File: src/rtl/spike_scheduler.sv
// Round-robin spike event scheduler: captures rising edges on each neuron's
// spike line, queues one pending event per neuron, offers them one at a time
// over a valid/ready port and holds each accepted neuron refractory for a
// fixed number of cycles.
module spike_scheduler #(
  parameter int N_NEURONS     = 4,
  parameter int ID_W          = 2,
  parameter int REFRAC_CYCLES = 8,
  parameter int CNT_W         = 4
) (
  input  logic                 clk,
  input  logic                 rst_n,
  input  logic                 ena,
  input  logic [N_NEURONS-1:0] spike_in,
  output logic                 ev_valid,
  output logic [ID_W-1:0]      ev_id,
  input  logic                 ev_ready,
  output logic [N_NEURONS-1:0] inhibit,
  output logic [N_NEURONS-1:0] pending,
  output logic                 overflow,
  input  logic                 clr_ovf
);

  localparam logic [CNT_W-1:0] REFRAC_LD = CNT_W'(REFRAC_CYCLES);

  typedef enum logic {IDLE, OFFER} state_t;

  state_t                 state, state_nxt;
  logic [N_NEURONS-1:0]   spike_d;
  logic [N_NEURONS-1:0]   spike_rise;
  logic [N_NEURONS-1:0]   acc_mask;
  logic [N_NEURONS-1:0]   pend_eff;
  logic [N_NEURONS-1:0]   cap_ok;
  logic [N_NEURONS-1:0]   cap_set;
  logic [N_NEURONS-1:0]   cap_lost;
  logic [ID_W-1:0]        rr_ptr;
  logic [ID_W-1:0]        pick_id;
  logic                   pick_vld;
  logic                   accept;
  logic [CNT_W-1:0]       cnt [N_NEURONS];

  assign ev_valid   = (state == OFFER);
  assign accept     = ev_valid & ev_ready;
  assign spike_rise = spike_in & ~spike_d;
  assign acc_mask   = accept ? (N_NEURONS'(1) << ev_id) : '0;
  // The neuron being accepted this cycle counts as already drained, so a
  // coincident edge on it is queued as a fresh event rather than lost.
  assign pend_eff   = pending & ~acc_mask;
  assign cap_ok     = ena ? (spike_rise & ~inhibit) : '0;
  assign cap_set    = cap_ok & ~pend_eff;
  assign cap_lost   = cap_ok & pend_eff;

  // Rotating priority search for the first pending neuron starting at rr_ptr.
  always_comb begin
    logic [ID_W-1:0] idx;
    pick_id  = '0;
    pick_vld = 1'b0;
    idx      = '0;
    for (int k = 0; k < N_NEURONS; k++) begin
      idx = ID_W'((int'(rr_ptr) + k) % N_NEURONS);
      if (!pick_vld && pending[idx]) begin
        pick_vld = 1'b1;
        pick_id  = idx;
      end
    end
  end

  // Next-state logic: offer when enabled with work queued, hold until accepted.
  always_comb begin
    state_nxt = state;
    case (state)
      IDLE:    if (ena && pick_vld) state_nxt = OFFER;
      OFFER:   if (ev_ready)        state_nxt = IDLE;
      default: state_nxt = IDLE;
    endcase
  end

  // FSM state register.
  always_ff @(posedge clk or negedge rst_n) begin
    if (!rst_n) state <= IDLE;
    else        state <= state_nxt;
  end

  // Offered id latches on the IDLE->OFFER transition and stays put while offered.
  always_ff @(posedge clk or negedge rst_n) begin
    if (!rst_n)                            ev_id <= '0;
    else if (state == IDLE && ena && pick_vld) ev_id <= pick_id;
  end

  // Round-robin pointer moves just past the neuron that was accepted.
  always_ff @(posedge clk or negedge rst_n) begin
    if (!rst_n)      rr_ptr <= '0;
    else if (accept) rr_ptr <= (int'(ev_id) == N_NEURONS - 1) ? '0 : ev_id + ID_W'(1);
  end

  // Edge history runs regardless of ena so re-enabling never sees stale edges.
  always_ff @(posedge clk or negedge rst_n) begin
    if (!rst_n) spike_d <= '0;
    else        spike_d <= spike_in;
  end

  // Pending queue: drain on accept, fill on captured edges.
  always_ff @(posedge clk or negedge rst_n) begin
    if (!rst_n) pending <= '0;
    else        pending <= pend_eff | cap_set;
  end

  // Sticky overflow; a new loss wins over a simultaneous clear.
  always_ff @(posedge clk or negedge rst_n) begin
    if (!rst_n)          overflow <= 1'b0;
    else if (|cap_lost)  overflow <= 1'b1;
    else if (clr_ovf)    overflow <= 1'b0;
  end

  for (genvar g = 0; g < N_NEURONS; g++) begin : g_refrac
    // Refractory counter: load on accept, count down to zero, ignores ena.
    always_ff @(posedge clk or negedge rst_n) begin
      if (!rst_n)                cnt[g] <= '0;
      else if (acc_mask[g])      cnt[g] <= REFRAC_LD;
      else if (cnt[g] != '0)     cnt[g] <= cnt[g] - CNT_W'(1);
    end
    assign inhibit[g] = (cnt[g] != '0);
  end

endmodule

File: config.mk
export PLATFORM = sky130hd
export DESIGN_NAME = spike_scheduler
export DESIGN_NICKNAME = d
export VERILOG_FILES = /design/src/rtl/spike_scheduler.sv
export SDC_FILE = /design/constraint.sdc
export NUM_CORES = 1
export LEC_CHECK = 0
export CAP_MARGIN = 0
export CORE_MARGIN = 3
export CORE_UTILIZATION = 35
export DETAILED_ROUTE_END_ITERATION = 12
export RECOVER_POWER = 50
export SLEW_MARGIN = 20
export SYNTH_ARGS = -nofsm -noshare
export SYNTH_HDL_FRONTEND = slang
export SYNTH_SLANG_ARGS = --single-unit
File: constraint.sdc
create_clock -name clk -period 2.87 [get_ports clk]
set_input_delay 0.287 -clock clk [delete_from_list [all_inputs] [get_ports clk]]
set_output_delay 0.287 -clock clk [all_outputs]
set_load 0.005 [all_outputs]
==> implementation parameters <==
Parameter                              Value

Outcome
  Result of the run ... complete, but fails checks
  Violations in the final reports ... max-capacitance violations, max-slew violations

Job
  Max-cap violations ... 1

Clock network
  Buffer cell driving the clock tree root ... sky130_fd_sc_hd__clkbuf_8
  Maximum level of the CTS H-tree ... 2
  CTS tree ... yes
  Total number of clock tree sinks ... 30
  Register clock-pin slew on the reported worst setup and hold paths ... 60 ps
  Number of setup buffers added after CTS ... 0
  Number of buffers between clock root and the deepest sink ... 2
  Total CTS buffers ... 5
  Post-CTS sizing ... 0
  Quantity of hold-fixing buffers added after cts ... 0
  Latest clock arrival within the worst-skew pair ... 270 ps

Logic synthesis
  Post-synthesis async set-or-reset flop share ... 100.0%
  Fraction of synthesized cell area in xor and xnor cells ... 5.290%
  Share of the synthesized area in the top cell type ... 50.38%
  Cell variety after synth ... 30
  Main combinational cell family by area after synthesis ... simple AND/OR/NAND/NOR gates
  Syn_nets ... 160
  Simple-gate share of the synthesized area ... 19.40%
  Commonest cells in the synthesized netlist ... sky130_fd_sc_hd__dfrtp_1, sky130_fd_sc_hd__inv_1, sky130_fd_sc_hd__ha_1
  Post-synthesis cell type with the largest combined area ... sky130_fd_sc_hd__dfrtp_1
  Post-synthesis compound-gate area fraction ... 8.984%
  Synth warnings ... 0
  Adder-cell area share of the yosys netlist ... 10.08%
  Most numerous cell in the Yosys netlist ... sky130_fd_sc_hd__dfrtp_1
  Multiplexer share of the synthesized area ... 2.099%
  Flop and latch count out of synthesis ... 30
  Synthesized area ... 1490 um^2
  Main flop type after synthesis ... sky130_fd_sc_hd__dfrtp_1
  Syn avg cell area ... 10.72 um^2
  Cell types with the largest area share after synthesis ... sky130_fd_sc_hd__dfrtp_1, sky130_fd_sc_hd__ha_1, sky130_fd_sc_hd__xnor2_1
  Number of standard cells after synthesis ... 139
  Post-synth EDFFs ... 0
  Proportion of synthesized chip area in sequential cells ... 50.38%

Worst setup path
  CP max FO ... 4
  Endpoint of the worst register-to-register path ... overflow
  R2R cell count ... 6
  Flop2flop setup slack ... 1200 ps
  Crit. End Element ... output port
  Crit path arrival time ... 2020 ps
  Crit Path Category ... reg -> out
  Startpoint type of the worst setup path ... flip-flop
  End point of the critical path ... inhibit[0]
  R2r startpoint ... cnt[8]
  Crit. Startpoint ... cnt[12]
  Required time of the worst setup path ... 2580 ps

Drt
  Length of the first detailed-routing pass in iterations ... 4
  Via-per-instance ratio ... 5.041
  Routed length on met3 ... 148 um
  Starting DRT DRC Count ... 44
  Met2 layer wire length in the routed design ... 1360 um
  Sum of routed wire segments on met1 ... 1414 um
  Remaining design rule violation count ... 0
  Routed length per instance ... 13.58 um
  Top Metal Used ... met4
  Number of vias in the routed layout ... 1,099
  Post-route ant nets ... 0
  Sum of routed wire length over all layers ... 2961 um

STA
  Fmax ... 433.5 MHz
  Worst relative slew slack ... -8.797%
  Final-report hold violation count ... 0
  Tightest Pin Transition ... 1632 ps
  RSZ-0062 raised after global routing ... no
  Setup violation total in the final timing report ... 0
  Fin crit share ... 80.38%
  Period minus WS final ... 2307 ps
  Setup skew after layout ... 2.133 ps
  TNS Setup ... 0 ps
  Max Transition Viols Final ... 31

GRT
  Maximum number of pins on one net before global-route repair ... 31
  Global-route wire length before repair ... 5285 um
  Total routing usage reported by global routing ... 13.25%
  Global route overflow ... 0
  Vias in the first global route ... 1,149
  Antenna violations before repair ... 0

Finish
  Summed area of non-filler cells in the final layout ... 1843 um^2
  Total number of nets in the final design ... 188
  Antenna Cells ... 0
  Area growth syn-to-layout ... 23.68%
  Ratio of cells with drive above 1 in the final layout ... 6.548%
  Fillers ... 374

Placement
  Final weighted congestion in routability-driven placement ... 0.8250
  Half-perimeter wire length after placement ... 2186 um
  Area after DPL ... 1760 um^2
  Number of buffers inserted by port buffering ... 20

Power
  Maximum vdd ir drop ... 0.0003984 V
  Power density of the placed cells ... 1057 nW/um^2
  LEAKAGE ... 0.8568 nW

Hold path
  Min-delay src ... spike_d[2]
  Hold/Removal Path Class ... reg -> reg

Floorplan
  Cell Rows ... 23
  Die Footprint ... 5077 um^2
  Effective utilization at floorplan ... 36.73%
  Die Wd ... 71.25 um
  Die H ... 71.25 um
  Top Ports ... 21
  Area of the core region ... 4058 um^2
cell usage in the layout (no fill, tap or decap), drive strengths merged, types with 2 or more instances in the layout:
cell	Yosys	routed
dfrtp	30	30
inv	15	15
clkdlybuf4s50	0	14
ha	12	12
nor2	11	11
nand2	9	9
xnor2	8	8
clkbuf	0	8
nor3	7	7
dlygate4sd3	0	6
a211oi	5	5
or3	5	5
and3	5	5
nor3b	4	4
nand4b	3	3
o21ai	3	3
a211o	3	3
nand3	2	2
o31ai	2	2
nand2b	2	2
mux2i	2	2
o22ai	2	2
or2b	2	2
per-layer routing:
| metal | up-vias | global-route usage (%) |
|---|---|---|
| met1 | 534 | 16.95 |
| met2 | 24 | 21.02 |
| li1 | 537 | - |
| met5 | - | 0 |
| met4 | 0 | 5.010 |
| met3 | 4 | 4.208 |
layout make-up:
class	instances	area, um^2	share of cell area (%)
timing repair buffer	21	203.9	11.07
sequential	30	750.7	40.73
tap	50	62.56	3.394
clock inverter	1	5.005	0.2716
clock buffer	7	86.33	4.684
inverter	15	56.30	3.055
multi-input combinational	94	678.2	36.80
critical path, stage by stage, from the launching register on:
cell and delay [ps]:
sky130_fd_sc_hd__dfrtp_1 380, sky130_fd_sc_hd__inv_1 110, sky130_fd_sc_hd__ha_1 170, sky130_fd_sc_hd__nor3b_1 440, sky130_fd_sc_hd__inv_1 160, sky130_fd_sc_hd__clkdlybuf4s50_1 490
metrics by stage:
stage / hold WS [ps] / util, % / setup WS, ps / instances / power, mW
2_1_floorplan: -8.591 / - / 1395 / 139 / 1.319
3_3_place_gp: 438.0 / 43.39 / 959.1 / 210 / 1.580
3_5_place_dp: 442.1 / 43.39 / 845.3 / 210 / 1.622
4_1_cts: 408.5 / 45.64 / 526.8 / 218 / 1.979
5_1_grt: 521.5 / 45.42 / 388.7 / 218 / 2.130
6_report: 468.9 / 45.42 / 563.0 / 218 / 1.948
where the power goes:
part	leakage [nW]	internal, mW	switching, mW
sequential	0.364	0.612	0.177
combinational	0.444	0.440	0.374
clock	0.0482	0.193	0.151
cell families (layout without fill, tap and decap cells):
group	count (synthesis)	in the layout
AND/OR/NAND/NOR	51	51
XOR/XNOR	9	9
AO/OA/AOI/OAI	19	19
buffers and inverters	15	44
adder cells (fa/ha/maj)	12	12
flip-flops	30	30
multiplexers	3	3
how the worst min path moves through the flow:
stage                     depth (start not counted)          to
after floorplan                                   0      cnt[0]
after global placement                            1  pending[2]
after detailed placement                          1  pending[2]
after CTS                                         2    ev_id[1]
after global routing                              1  pending[2]
final                                             1  pending[2]
registers in the layout, summed over array words and instances (netlist names):
signal,flops
pending,4
ev_id,2
ev_valid,1
cnt,16
rr_ptr,2
overflow,1
spike_d,4
No activity file was read; power rests on OpenSTA's default activity.
